===== config.mk =====
export PLATFORM = sky130hd
export DESIGN_NAME = mdu_iter_flat
export DESIGN_NICKNAME = d
export VERILOG_FILES = /design/src/rtl/mdu_iter_if.sv /design/src/rtl/mdu_iter.sv /design/src/flat_wrapper.sv
export SDC_FILE = /design/constraint.sdc
export NUM_CORES = 1
export LEC_CHECK = 0
export BUFFER_PORTS_ARGS = -buffer_cell sky130_fd_sc_hd__buf_4
export CORE_ASPECT_RATIO = 0.75
export CORE_MARGIN = 2
export CORE_UTILIZATION = 35
export CTS_CLUSTER_DIAMETER = 30
export CTS_CLUSTER_SIZE = 14
export DETAILED_ROUTE_END_ITERATION = 16
export SYNTH_ARGS = -nofsm -noshare
export SYNTH_HDL_FRONTEND = slang
export SYNTH_SLANG_ARGS = --single-unit

===== constraint.sdc =====
create_clock -name CLK -period 3.58 [get_ports CLK]
set_clock_uncertainty 0.2 [all_clocks]
set_input_delay 0.179 -clock CLK [delete_from_list [all_inputs] [get_ports CLK]]
set_output_delay 0.179 -clock CLK [all_outputs]
set_load 0.02 [all_outputs]

===== src/rtl/mdu_iter_if.sv =====
// Request/response bundle between the OTTER control path and the iterative
// multiply/divide unit.
interface mdu_iter_if #(
  parameter int WIDTH = 32
) ();
  logic             START;
  logic [2:0]       MDU_FUN;
  logic [WIDTH-1:0] srcA;
  logic [WIDTH-1:0] srcB;
  logic             BUSY;
  logic             DONE;
  logic [WIDTH-1:0] RESULT;

  modport master (
    output START, MDU_FUN, srcA, srcB,
    input  BUSY, DONE, RESULT
  );

  modport slave (
    input  START, MDU_FUN, srcA, srcB,
    output BUSY, DONE, RESULT
  );
endinterface


===== src/rtl/mdu_iter.sv =====
// Radix-2 iterative RV32M multiply/divide unit (one bit per clock, 34-cycle op).
// Optional macro MDU_FAST_ZERO_EN: multiplies with a zero operand finish in 2 cycles.
module mdu_iter #(
  parameter int WIDTH = 32
) (
  input logic         CLK,
  input logic         RST_N,
  mdu_iter_if.slave   bus
);

  typedef enum logic [1:0] {
    S_IDLE = 2'd0,
    S_CALC = 2'd1,
    S_FIX  = 2'd2,
    S_DONE = 2'd3
  } state_t;

  state_t               state_q, state_d;
  logic [2:0]           fun_q, fun_d;
  logic [WIDTH-1:0]     op_q, op_d;
  logic [2*WIDTH-1:0]   acc_q, acc_d;
  logic [4:0]           cnt_q, cnt_d;
  logic                 neg_q, neg_d;
  logic                 busy_q, busy_d;
  logic                 done_q, done_d;
  logic [WIDTH-1:0]     result_q, result_d;

  logic        accept_s;
  logic        is_div_s;
  logic        a_sgn_s, b_sgn_s;
  logic [31:0] a_mag_s, b_mag_s;
  logic        div_zero_s, ovf_s, fast_zero_s, neg_in_s;
  logic [32:0] mul_sum_s;
  logic [63:0] mul_next_s;
  logic [32:0] div_shift_s, div_diff_s;
  logic        div_ge_s;
  logic [63:0] div_next_s;
  logic [63:0] prod_s;
  logic [31:0] quot_s, rem_s, fix_s;

  // Operand decode at accept: signedness, magnitudes, special cases.
  always_comb begin
    is_div_s = bus.MDU_FUN[2];
    a_sgn_s  = 1'b0;
    b_sgn_s  = 1'b0;
    case (bus.MDU_FUN)
      3'd1, 3'd4, 3'd6: begin
        a_sgn_s = bus.srcA[31];
        b_sgn_s = bus.srcB[31];
      end
      3'd2: begin
        a_sgn_s = bus.srcA[31];
        b_sgn_s = 1'b0;
      end
      default: begin
        a_sgn_s = 1'b0;
        b_sgn_s = 1'b0;
      end
    endcase
    a_mag_s    = a_sgn_s ? (~bus.srcA + 32'd1) : bus.srcA;
    b_mag_s    = b_sgn_s ? (~bus.srcB + 32'd1) : bus.srcB;
    div_zero_s = is_div_s & (bus.srcB == 32'd0);
    ovf_s      = is_div_s & ~bus.MDU_FUN[0] & (bus.srcA == 32'h8000_0000) &
                 (bus.srcB == 32'hFFFF_FFFF);
`ifdef MDU_FAST_ZERO_EN
    fast_zero_s = ~is_div_s & ((bus.srcA == 32'd0) | (bus.srcB == 32'd0));
`else
    fast_zero_s = 1'b0;
`endif
    // Remainder takes the dividend's sign; everything else the product of signs.
    if (is_div_s && bus.MDU_FUN[1]) begin
      neg_in_s = a_sgn_s;
    end else begin
      neg_in_s = a_sgn_s ^ b_sgn_s;
    end
  end

  // One shift-add / restore-subtract step and the final sign fix-up.
  always_comb begin
    mul_sum_s   = {1'b0, acc_q[63:32]} + (acc_q[0] ? {1'b0, op_q} : 33'd0);
    mul_next_s  = {mul_sum_s, acc_q[31:1]};
    div_shift_s = acc_q[63:31];
    div_diff_s  = div_shift_s - {1'b0, op_q};
    div_ge_s    = (div_shift_s >= {1'b0, op_q});
    div_next_s  = {(div_ge_s ? div_diff_s[31:0] : div_shift_s[31:0]), acc_q[30:0], div_ge_s};
    prod_s      = neg_q ? (~acc_q + 64'd1) : acc_q;
    quot_s      = neg_q ? (~acc_q[31:0] + 32'd1) : acc_q[31:0];
    rem_s       = neg_q ? (~acc_q[63:32] + 32'd1) : acc_q[63:32];
    case (fun_q)
      3'd0:             fix_s = prod_s[31:0];
      3'd1, 3'd2, 3'd3: fix_s = prod_s[63:32];
      3'd4, 3'd5:       fix_s = quot_s;
      3'd6, 3'd7:       fix_s = rem_s;
      default:          fix_s = 32'd0;
    endcase
  end

  // Next-state and datapath register updates.
  always_comb begin
    state_d  = state_q;
    fun_d    = fun_q;
    op_d     = op_q;
    acc_d    = acc_q;
    cnt_d    = cnt_q;
    neg_d    = neg_q;
    result_d = result_q;
    accept_s = bus.START & ((state_q == S_IDLE) | (state_q == S_DONE));
    case (state_q)
      S_IDLE, S_DONE: begin
        if (accept_s) begin
          fun_d = bus.MDU_FUN;
          cnt_d = 5'd0;
          // Special cases preload acc so FIX selects the right half unmodified.
          if (div_zero_s) begin
            acc_d   = {bus.srcA, 32'hFFFF_FFFF};
            op_d    = 32'd0;
            neg_d   = 1'b0;
            state_d = S_FIX;
          end else if (ovf_s) begin
            acc_d   = {32'd0, 32'h8000_0000};
            op_d    = 32'd0;
            neg_d   = 1'b0;
            state_d = S_FIX;
          end else if (fast_zero_s) begin
            acc_d   = 64'd0;
            op_d    = 32'd0;
            neg_d   = 1'b0;
            state_d = S_FIX;
          end else if (is_div_s) begin
            acc_d   = {32'd0, a_mag_s};
            op_d    = b_mag_s;
            neg_d   = neg_in_s;
            state_d = S_CALC;
          end else begin
            acc_d   = {32'd0, b_mag_s};
            op_d    = a_mag_s;
            neg_d   = neg_in_s;
            state_d = S_CALC;
          end
        end else begin
          state_d = S_IDLE;
        end
      end
      S_CALC: begin
        acc_d = fun_q[2] ? div_next_s : mul_next_s;
        cnt_d = cnt_q + 5'd1;
        if (cnt_q == 5'd31) begin
          state_d = S_FIX;
        end else begin
          state_d = S_CALC;
        end
      end
      S_FIX: begin
        result_d = fix_s;
        state_d  = S_DONE;
      end
      default: begin
        state_d = S_IDLE;
      end
    endcase
    busy_d = (state_d == S_CALC) | (state_d == S_FIX);
    done_d = (state_d == S_DONE);
  end

  // State register with asynchronous abort.
  always_ff @(posedge CLK or negedge RST_N) begin
    if (!RST_N) begin
      state_q  <= S_IDLE;
      fun_q    <= 3'd0;
      op_q     <= '0;
      acc_q    <= '0;
      cnt_q    <= 5'd0;
      neg_q    <= 1'b0;
      busy_q   <= 1'b0;
      done_q   <= 1'b0;
      result_q <= '0;
    end else begin
      state_q  <= state_d;
      fun_q    <= fun_d;
      op_q     <= op_d;
      acc_q    <= acc_d;
      cnt_q    <= cnt_d;
      neg_q    <= neg_d;
      busy_q   <= busy_d;
      done_q   <= done_d;
      result_q <= result_d;
    end
  end

  assign bus.BUSY   = busy_q;
  assign bus.DONE   = done_q;
  assign bus.RESULT = result_q;

endmodule


===== src/flat_wrapper.sv =====
// flat-port wrapper written by rule: the top's interface ports become plain ports
module mdu_iter_flat 
#(
  parameter int WIDTH = 32
)
  (CLK, RST_N, bus_START, bus_MDU_FUN, bus_srcA, bus_srcB, bus_BUSY, bus_DONE, bus_RESULT);
  mdu_iter_if #(.WIDTH(WIDTH)) bus_i ();
  input logic CLK;
  input logic RST_N;
  input wire logic [$bits(bus_i.START)-1:0] bus_START;
  input wire logic [$bits(bus_i.MDU_FUN)-1:0] bus_MDU_FUN;
  input wire logic [$bits(bus_i.srcA)-1:0] bus_srcA;
  input wire logic [$bits(bus_i.srcB)-1:0] bus_srcB;
  output wire logic [$bits(bus_i.BUSY)-1:0] bus_BUSY;
  output wire logic [$bits(bus_i.DONE)-1:0] bus_DONE;
  output wire logic [$bits(bus_i.RESULT)-1:0] bus_RESULT;
  assign bus_i.START = bus_START;
  assign bus_i.MDU_FUN = bus_MDU_FUN;
  assign bus_i.srcA = bus_srcA;
  assign bus_i.srcB = bus_srcB;
  assign bus_BUSY = bus_i.BUSY;
  assign bus_DONE = bus_i.DONE;
  assign bus_RESULT = bus_i.RESULT;
  mdu_iter #(.WIDTH(WIDTH)) u_core (.CLK(CLK), .RST_N(RST_N), .bus(bus_i));
endmodule

Word-level counts from Yosys, hierarchy flattened
Cells that the tools add are included.
- bits in registers: 141
- latch bits: 0
- bits in writable memories: 0
- bits in read-only memories: 0
- bits of input ports: 70
- output and inout port bits: 34
- memories: 0
- add/sub/neg operators: 8
- $mul: 0
- divide/modulo/power cells: 0
- order comparisons: 1
- eq/ne operators: 21
- shifts and indexed selects: 0
- multiplexer cells: 29
- bitwise operators: 14
- reductions and logical operators: 13
- operators with widths (operator ; count):
    32-bit two-way mux ; 10
    64-bit two-way mux ; 5
    32-bit by 1-bit adder with 32-bit output (second input constant) ; 4
    32-bit inverter ; 4
    32-bit case mux with 4 select lines ; 1
    64-bit case mux with 2 select lines ; 1
    64-bit by 1-bit adder with 64-bit output (second input constant) ; 1
    32-bit equality test (second input constant) ; 2
    64-bit inverter ; 1
    32-bit by 32-bit adder with 33-bit output ; 1
    33-bit by 32-bit greater-or-equal comparator with 1-bit output ; 1
    32-bit logical NOT ; 1
    32-bit subtractor ; 1
    3-bit equality test (second input constant) ; 6
    5-bit case mux with 2 select lines ; 1
    3-bit by 2-bit equality test with 1-bit output (second input constant) ; 3
    2-bit equality test (second input constant) ; 4
    2-bit two-way mux ; 4
    3-bit by 1-bit equality test with 1-bit output (second input constant) ; 2
    2-bit case mux with 3 select lines ; 1
    2-bit OR reduction ; 3
    3-bit OR reduction ; 2
    5-bit by 1-bit adder with 5-bit output (second input constant) ; 1
    1-bit AND ; 5
    14 further kinds ; 21

Logic depth before layout (Yosys ltp)
Gate-level depths: netlist (run 1).
- depth after elaboration: 10
- gate-level depth with buffers: 14
- gate-level depth less buffers: 13

Least setup slack after synthesis (run 1)
No wires, ideal clock.
- kind: reg-to-reg
- start point: register u_core.acc_q[37]
- end point: register u_core.acc_q[39]
- data arrival time: 2.990 ns
- data required time: 3.250 ns
- setup slack: 0.260 ns
- stages on the path, launching flop included: 14
- clock period less this slack: 3.320 ns
- path through: dfrtp_1 -> ha_1 -> clkbuf_1 -> a21o_1 -> a21oi_1 -> o21bai_1 -> o31ai_1 -> o41ai_2 -> a31oi_4 -> buf_2 -> buf_2 -> nor2_1 -> a211oi_1 -> o21ai_0
- word-level cells in the longest chain between the ends: 4
- elaborated cells between the ends (all ways): 6
- classes of those cells: add/sub (2); order compare (1); mux (3)
- ends and longest elaborated chain (element ; RTL line ; text):
    start, declared ; mdu_iter.sv:21 ; logic [2*WIDTH-1:0] acc_q, acc_d;
    start signal, assigned ; mdu_iter.sv:171 ; acc_q <= '0;
    start signal, assigned ; mdu_iter.sv:181 ; acc_q <= acc_d;
    32-bit subtractor / 33-bit by 32-bit greater-or-equal comparator with 1-bit output (equally long branches) ; mdu_iter.sv:83, mdu_iter.sv:84 ;
    32-bit two-way mux ; mdu_iter.sv:85 ; div_next_s = {(div_ge_s ? div_diff_s[31:0] : div_shift_s[31:0]), acc_q[30:0], div_ge_s};
    64-bit two-way mux * ; mdu_iter.sv:145 ; acc_d = fun_q[2] ? div_next_s : mul_next_s;
    64-bit case mux with 2 select lines * ; mdu_iter.sv:108 ; case (state_q)
Every way passes the cells marked *; elsewhere a longest branch is shown, timed or not.
A chain may end at the register's enable or synchronous reset.

Final worst setup path (run 1)
- start point: register u_core.acc_q[20]
- end point: register u_core.result_q[6], in the netlist u_core.bus.RESULT[6]
- word-level cells in the longest chain between the ends: 4
- ends and longest elaborated chain (element ; RTL line ; text):
    64-bit inverter ; mdu_iter.sv:86 ; prod_s = neg_q ? (~acc_q + 64'd1) : acc_q;
    64-bit by 1-bit adder with 64-bit output ; mdu_iter.sv:86 ;
    64-bit two-way mux ; mdu_iter.sv:86 ;
    32-bit case mux with 4 select lines ; mdu_iter.sv:89 ; case (fun_q)
    end signal, assigned ; mdu_iter.sv:186 ; result_q <= result_d;
    end, declared ; mdu_iter.sv:26 ; logic [WIDTH-1:0] result_q, result_d;
Every way passes these cells.

==> results of run 1 <==
## what timing repair did
item / 4_1_cts / 5_1_grt
endpoints found under the hold margin: 104 / 0
setup buffers: 0 / 7
setup endpoints to repair: 0 / 35
gates resized for setup: 0 / 43
hold buffers: 36 / 0
## state kept, by name, summed over array words and instances (netlist names)
| signal | flops |
|---|---|
| u_core.state_q | 2 |
| u_core.bus.RESULT | 32 |
| u_core.op_q | 32 |
| u_core.bus.DONE | 1 |
| u_core.fun_q | 3 |
| u_core.cnt_q | 5 |
| u_core.neg_q | 1 |
| u_core.bus.BUSY | 1 |
| u_core.acc_q | 64 |
## cell usage after synthesis (all sizes together) (6+ instances only)
| master | number | area share (%) |
|---|---|---|
| o31ai | 23 | 1.3 |
| a221oi | 6 | 0.35 |
| nand4 | 22 | 0.93 |
| a31oi | 39 | 1.7 |
| inv | 65 | 1.6 |
| a21oi | 265 | 9.0 |
| and3 | 15 | 0.63 |
| a222oi | 7 | 0.47 |
| mux2i | 45 | 3.0 |
| o41ai | 17 | 1.1 |
| o22ai | 21 | 0.89 |
| a211oi | 25 | 1.3 |
| or4 | 17 | 0.91 |
| nor2b | 10 | 0.42 |
| nor3 | 43 | 1.5 |
| nand2 | 207 | 5.2 |
| nor4 | 21 | 1.1 |
| o21a | 12 | 0.61 |
| dfrtp | 141 | 24 |
| xnor2 | 85 | 5.0 |
| nand3 | 35 | 1.2 |
| or2 | 6 | 0.25 |
| nor2 | 225 | 5.7 |
| or3 | 21 | 0.89 |
| buf | 12 | 0.41 |
| xor2 | 84 | 5.0 |
| o21bai | 7 | 0.35 |
| and2 | 8 | 0.34 |
| nand2b | 20 | 0.84 |
| o221ai | 9 | 0.53 |
| a21o | 25 | 1.3 |
| clkbuf | 132 | 3.3 |
| mux2 | 19 | 1.4 |
| o21ai | 182 | 6.1 |
| ha | 74 | 6.3 |
| o211ai | 10 | 0.51 |
## metrics by stage
stage	hold WS [ps]	cell area, µm²	setup slack, ps	utilization, %	cells
finish	10.3	18300	89.3	43.6	2805
global route	12.8	18300	-97.5	43.6	2805
CTS	2.56	18000	5.81	43.0	2796
detailed placement	59.9	17000	39.2	40.7	2728
global placement	59.9	17000	60.9	40.7	2728
floorplan	-317	14800	260	-	2033
## layout make-up
cell class                 instances  area [µm²]  share of cell area [%]
timing repair buffer             315        2520                    13.8
sequential                       141        3530                    19.3
tap                              569         712                    3.89
clock buffer                      19         453                    2.48
inverter                          66         248                    1.36
clock inverter                    13         153                   0.835
multi-input combinational       1682       10700                    58.3
## logic make-up (layout without fill, tap and decap cells)
group | Yosys count | count (layout) | share of synthesized area (%)
multiplexers | 64 | 64 | 4.48
AND/OR/NAND/NOR | 673 | 673 | 21.2
buffers and inverters | 210 | 413 | 5.43
adder cells (fa/ha/maj) | 76 | 76 | 6.52
AO/OA/AOI/OAI | 700 | 700 | 28.6
XOR/XNOR | 169 | 169 | 9.99
flip-flops | 141 | 141 | 23.8
## worst register-to-register path, cell delays in order (launching register included)
cell and delay (ps):
dfrtp_1 440, or4_4 570, nor4_4 290, or3b_1 420
or4_4 460, o31ai_4 360, or2_2 200, a21oi_1 60
a211oi_1 270, nor2_1 80
## power by group through the flow
stage / clock network [mW] / registers [mW] / logic [mW]
after CTS: 1.95 / 2.79 / 13.2
after detailed placement: 0 / 2.82 / 13.1
final: 1.94 / 2.84 / 14.0
after global placement: 0 / 2.80 / 13.0
after global routing: 2.02 / 2.88 / 15.0
after floorplan: 0 / 2.60 / 8.61
## per-layer routing
metal	up-vias	global-route usage, %	wire length, µm
met1	8084	43.4	30600
met4	0	8.62	1980
li1	7732	-	-
met2	851	40.5	26700
met5	-	0	0
met3	86	5.60	6260
## how the worst max path moves through the flow
| stage | start | endpoint | slack [ps] | cells after the start |
|---|---|---|---|---|
| final | u_core.acc_q[20] | u_core.bus.RESULT[6] | 90 | 9 |
| after global routing | u_core.acc_q[0] | u_core.acc_q[63] | -100 | 13 |
| after CTS | u_core.acc_q[0] | u_core.acc_q[49] | 6 | 14 |
| after detailed placement | u_core.acc_q[0] | u_core.acc_q[49] | 40 | 14 |
| after global placement | u_core.acc_q[0] | u_core.acc_q[49] | 60 | 14 |
| after floorplan | u_core.acc_q[37] | u_core.acc_q[39] | 260 | 13 |
==> flow_metrics.tcl, run 1 <==
set metrics [dict create \
    outcome "finished clean" \
    hold_depth 3 \
    rr_startpoint "u_core.acc_q[20]" \
    antenna_cells 0 \
    min_period_ps 3490 \
    io_pins 104 \
    drt_iter0_drc 2190 \
    critPathMaxStageDelay_ps 570 \
    max_cap_viol_count 0 \
    fin_tns_setup_ps 0 \
    timing.rr.end "u_core.bus.RESULT[6]" \
    clock-sinks 141 \
    dieWidth_um 242 \
    drive_gt1_share_pct 17.5 \
    arrival_ps 3630 \
    cts_tree "done" \
    switching_share_pct 53.7 \
    first_pass_iters 10 \
    cp_cell_sequence "or4_4, nor4_4, or3b_1, or4_4, o31ai_4, or2_2, a21oi_1, a211oi_1, nor2_1" \
    root_buffer "clkbuf_16" \
    synth_flop_cell "dfrtp_1" \
    pwr-share-clk_pct 10.4 \
    gp_congestion 1.02 \
    reg2reg_setup_slack_ps 90 \
    synthToLayoutAreaGrowth_pct 23.4 \
    layout_common_cells "273 x buf_4, 260 x a21oi_1, 224 x nor2_1" \
    ant_nets 0 \
    synth_cell_types 74 \
    clk_path_buf_depth 2 \
    ys_seq_area_share_pct 23.8 \
    hold_path_end "u_core.op_q[25]" \
    fin_crit_sh_pct 97.5 \
    dp.final_hpwl_mm 50.4 \
    p_seq_share_pct 15.1 \
    power_mw 18.8 \
    start_util_pct 35.4 \
    powerDensity_nw_per_um2 1030 \
    slew_headroom_pct 40.5 \
    crit_path_max_fanout 5 \
    yosys_register_bits 141 \
    syn_inst 2033 \
    switching_power_mw 10.1 \
    fmax_ghz 0.286 \
    clkTransAtPathRegs_ps 70 \
    grt_overflow 0 \
    grt_pass1_vias 15000 \
    slew_violations 0 \
    drc 0 \
    finish.net_count 2369 \
    via_count 16800 \
    die_y_um 182 \
    syn-cell-area_um2 14800 \
    crit_path_frequent_cell "or4_4" \
    async_flop_share_pct 100 \
    criticalPathCategory "flop to flop" \
    crit_buf_inv 0 \
    num-fill-cells 4256 \
    crit_path_top_delay_cell "or4_4" \
    synth_edf_count 0 \
    syn_avg_cell_area_um2 7.29 \
    critical_path.top_delay_family "simple AND/OR/NAND/NOR gates" \
    final_common_cell "buf_4" \
    crit_path_end_kind "flop" \
    rows 65 \
    hold_path_class "input port to flop" \
    combPwrFrac_pct 74.5 \
    synth_warnings 0 \
    hold_viol_final 0 \
    cp.required_ps 3720 \
    clk_latency_ps 460 \
    worst_pin_slew_ps 889 \
    via_per_inst 5.97 \
    cts.htree.levels 4 \
    worstHoldStart "bus_MDU_FUN[2]" \
    p_int_mw 8.70 \
    antenna_found_initial 1 \
    numPortBuffers 103 \
    reg2reg_depth 9 \
    dieArea_um2 44000 \
    grt_pass1_wl_mm 95.9 \
    core_um2 41900 \
    syn_nets 2179 \
    finalSetupViolCount 0 \
    crit_path_start_kind "flop" \
    grt_max_degree 73 \
    vdd_drop_max_mv 0.519 \
    cts_buffers 17 \
    totalWireLength_mm 65.5 \
    wl_per_cell_um 23.4 \
    p_leak_nw 7.89 \
    grt_usage_pct 28.7 \
]
(Power assumes the default switching activity.)
==> run 2, diff against run 1 <==
--- a/config.mk
+++ b/config.mk
@@ -9,9 +9,11 @@
 export CORE_ASPECT_RATIO = 0.75
 export CORE_MARGIN = 2
 export CORE_UTILIZATION = 35
+export CTS_BUF_LIST = sky130_fd_sc_hd__clkbuf_4
 export CTS_CLUSTER_DIAMETER = 30
 export CTS_CLUSTER_SIZE = 14
 export DETAILED_ROUTE_END_ITERATION = 16
+export SETUP_SLACK_MARGIN = 0.3
 export SYNTH_ARGS = -nofsm -noshare
 export SYNTH_HDL_FRONTEND = slang
 export SYNTH_SLANG_ARGS = --single-unit
==> run 2 against run 1 <==
Net effect: sequential share of layout area fell by 1.2 points; critical path depth rose by 3; maximum frequency rose by 4.9%; first-iteration DRC count fell by 0.68%; register-to-register slack improved by 160 ps; hold slack improved by 47 ps; power rose by 4.6%; clock-buffer cell count rose by 1; global-route usage rose by 0.47 points; largest cell class unchanged.
==> flow_metrics.tcl, run 2 (synthesis gave the netlist of run 1 again) <==
set metrics [dict create \
    outcome "finished clean" \
    wl_met2_mm 28.1 \
    via_count 17200 \
    met1_length_mm 29.4 \
    crit_path_max_fanout 7 \
    highest_layer "met4" \
    switching_share_pct 53.6 \
    antenna_found_initial 1 \
    p_int_mw 9.12 \
    synthToLayoutAreaGrowth_pct 31.7 \
    finish.net_count 2461 \
    wl_per_cell_um 23.1 \
    post-route-util_pct 46.6 \
    dieArea_um2 44000 \
    root_buffer "clkbuf_4" \
    arrival_ps 3610 \
    p_leak_nw 8.30 \
    crit_path_top_delay_cell "dfrtp_1" \
    fin_area_um2 19500 \
    ant_nets 0 \
    clock-sinks 141 \
    fmax_ghz 0.301 \
    grt_pass1_wl_mm 98.4 \
    grt_overflow 0 \
    dieWidth_um 242 \
    crit_path_start_kind "flop" \
    final_common_cell "buf_4" \
    fin_cells 2899 \
    hold_path_class "input port to flop" \
    die_y_um 182 \
    drc 0 \
    grt_max_degree 86 \
    min_period_ps 3330 \
    met3WireLength_mm 7.45 \
    grt_usage_pct 29.2 \
    crit_path_frequent_cell "a21o_1" \
    vdd_drop_max_mv 0.518 \
    clkTransAtPathRegs_ps 130 \
    clk_latency_ps 650 \
    layout_common_cells "314 x buf_4, 252 x a21oi_1, 215 x nor2_1" \
    largest_register_ffs 64 \
    combPwrFrac_pct 79.6 \
    pwr-share-clk_pct 6.4 \
    cts.htree.levels 4 \
    core_um2 41900 \
    regMostFlops "u_core.acc_q" \
    rows 65 \
    rsz0062_at_grt "true" \
    powerDensity_nw_per_um2 1010 \
    max_cap_viol_count 0 \
    slew_headroom_pct 32.1 \
    cp.required_ps 3860 \
    cts_buffers 17 \
    criticalPathCategory "flop to flop" \
    grt_pass1_vias 15800 \
    slew_violations 0 \
    fin_crit_sh_pct 93.0 \
    io_pins 104 \
    crit_path_end_kind "flop" \
    drt_iter0_drc 2175 \
    first_pass_iters 8 \
    dpl-instance-area_um2 17200 \
    critPathMaxStageDelay_ps 420 \
    dp.final_hpwl_mm 50.2 \
    cts_tree "done" \
    totalWireLength_mm 66.9 \
    cp_cell_sequence "inv_2, ha_4, a21o_1, a21o_1, a2111oi_4, a211o_1, o41ai_4, a31oi_4, buf_12, mux2_2, a222oi_1, a21oi_1" \
    clk_path_buf_depth 2 \
    worst_pin_slew_ps 1010 \
    hold_viol_final 0 \
    switching_power_mw 10.5 \
    numPortBuffers 103 \
    power_mw 19.6 \
    p_seq_share_pct 14.1 \
    finalSetupViolCount 0 \
    via_per_inst 5.95 \
    placed_cells 2752 \
    start_util_pct 35.4 \
    gp_congestion 1.02 \
    drive_gt1_share_pct 23.4 \
]
-- run 2: cell count changes in the layout (fill, tap and decap cells not counted), moves of 8 or more --
cell           delta
ha_4             +14
o21ai_1          +11
clkbuf_16        -18
a211oi_1          -8
clkbuf_4         +20
a21oi_1           -8
buf_4            +41
buf_6            +10
ha_1             -17
nor2_1            -9
o21ai_0          -16
dlygate4sd3_1    +40
-- run 2: layout make-up --
cell class	instances	area (µm²)
timing repair buffer	407	3350
antenna	2	5.00
fill	4129	22400
multi-input combinational	1682	11300
inverter	66	253
clock inverter	12	164
sequential	141	3540
clock buffer	20	150
tap	569	712
-- run 2: per-stage QoR --
step	setup slack (ps)	TNS (ps)	hold WS, ps
final	252	0	57.2
after global routing	133	0	48.9
after CTS	200	0	18.6
after detailed placement	-88.6	-575	128
after global placement	10.3	0	138
after floorplan	324	0	-317
-- run 2: worst paths after layout --
kind	cells after the start	to	slack (ps)	from
max in group asynchronous	4	u_core.bus.RESULT[7]	1120	RST_N
min	4	u_core.op_q[11]	60	bus_srcB[11]
max	12	u_core.acc_q[45]	250	u_core.op_q[19]
min in group asynchronous	3	u_core.bus.RESULT[23]	490	RST_N
min reg2reg	2	u_core.op_q[2]	300	u_core.op_q[2]
max reg2reg	12	u_core.acc_q[45]	250	u_core.op_q[19]
-- run 2: what timing repair did --
item / CTS / global route
buffers inserted: 15 / 21
hold buffers: 76 / 0
endpoints found under the hold margin: 179 / 0
cloned: 0 / 1
pin swaps: 24 / 64
resized for setup: 44 / 162
endpoints found under the setup margin: 41 / 57
-- run 2: power groups by stage --
| stage | registers [mW] | logic (mW) | clock network, mW |
|---|---|---|---|
| after floorplan | 2.60 | 8.62 | 0 |
| after global placement | 2.71 | 13.4 | 0 |
| after detailed placement | 2.73 | 13.4 | 0 |
| after CTS | 2.70 | 13.9 | 1.26 |
| after global routing | 2.81 | 16.7 | 1.33 |
| final | 2.76 | 15.6 | 1.25 |
-- run 2: routing by layer --
metal / global-route usage [%] / vias up
li1: - / 7920
met1: 41.6 / 8261
met2: 42.7 / 932
met3: 7.37 / 124
met4: 9.61 / 0
met5: 0 / -
-- run 2: critical path, delay by kind of cell (launching register included) --
| family | cells | cell delay, ps |
|---|---|---|
| AO/OA/AOI/OAI | 8 | 1720 |
| flip-flops | 1 | 420 |
| multiplexers | 1 | 340 |
| buffers and inverters | 2 | 270 |
| adder cells (fa/ha/maj) | 1 | 210 |
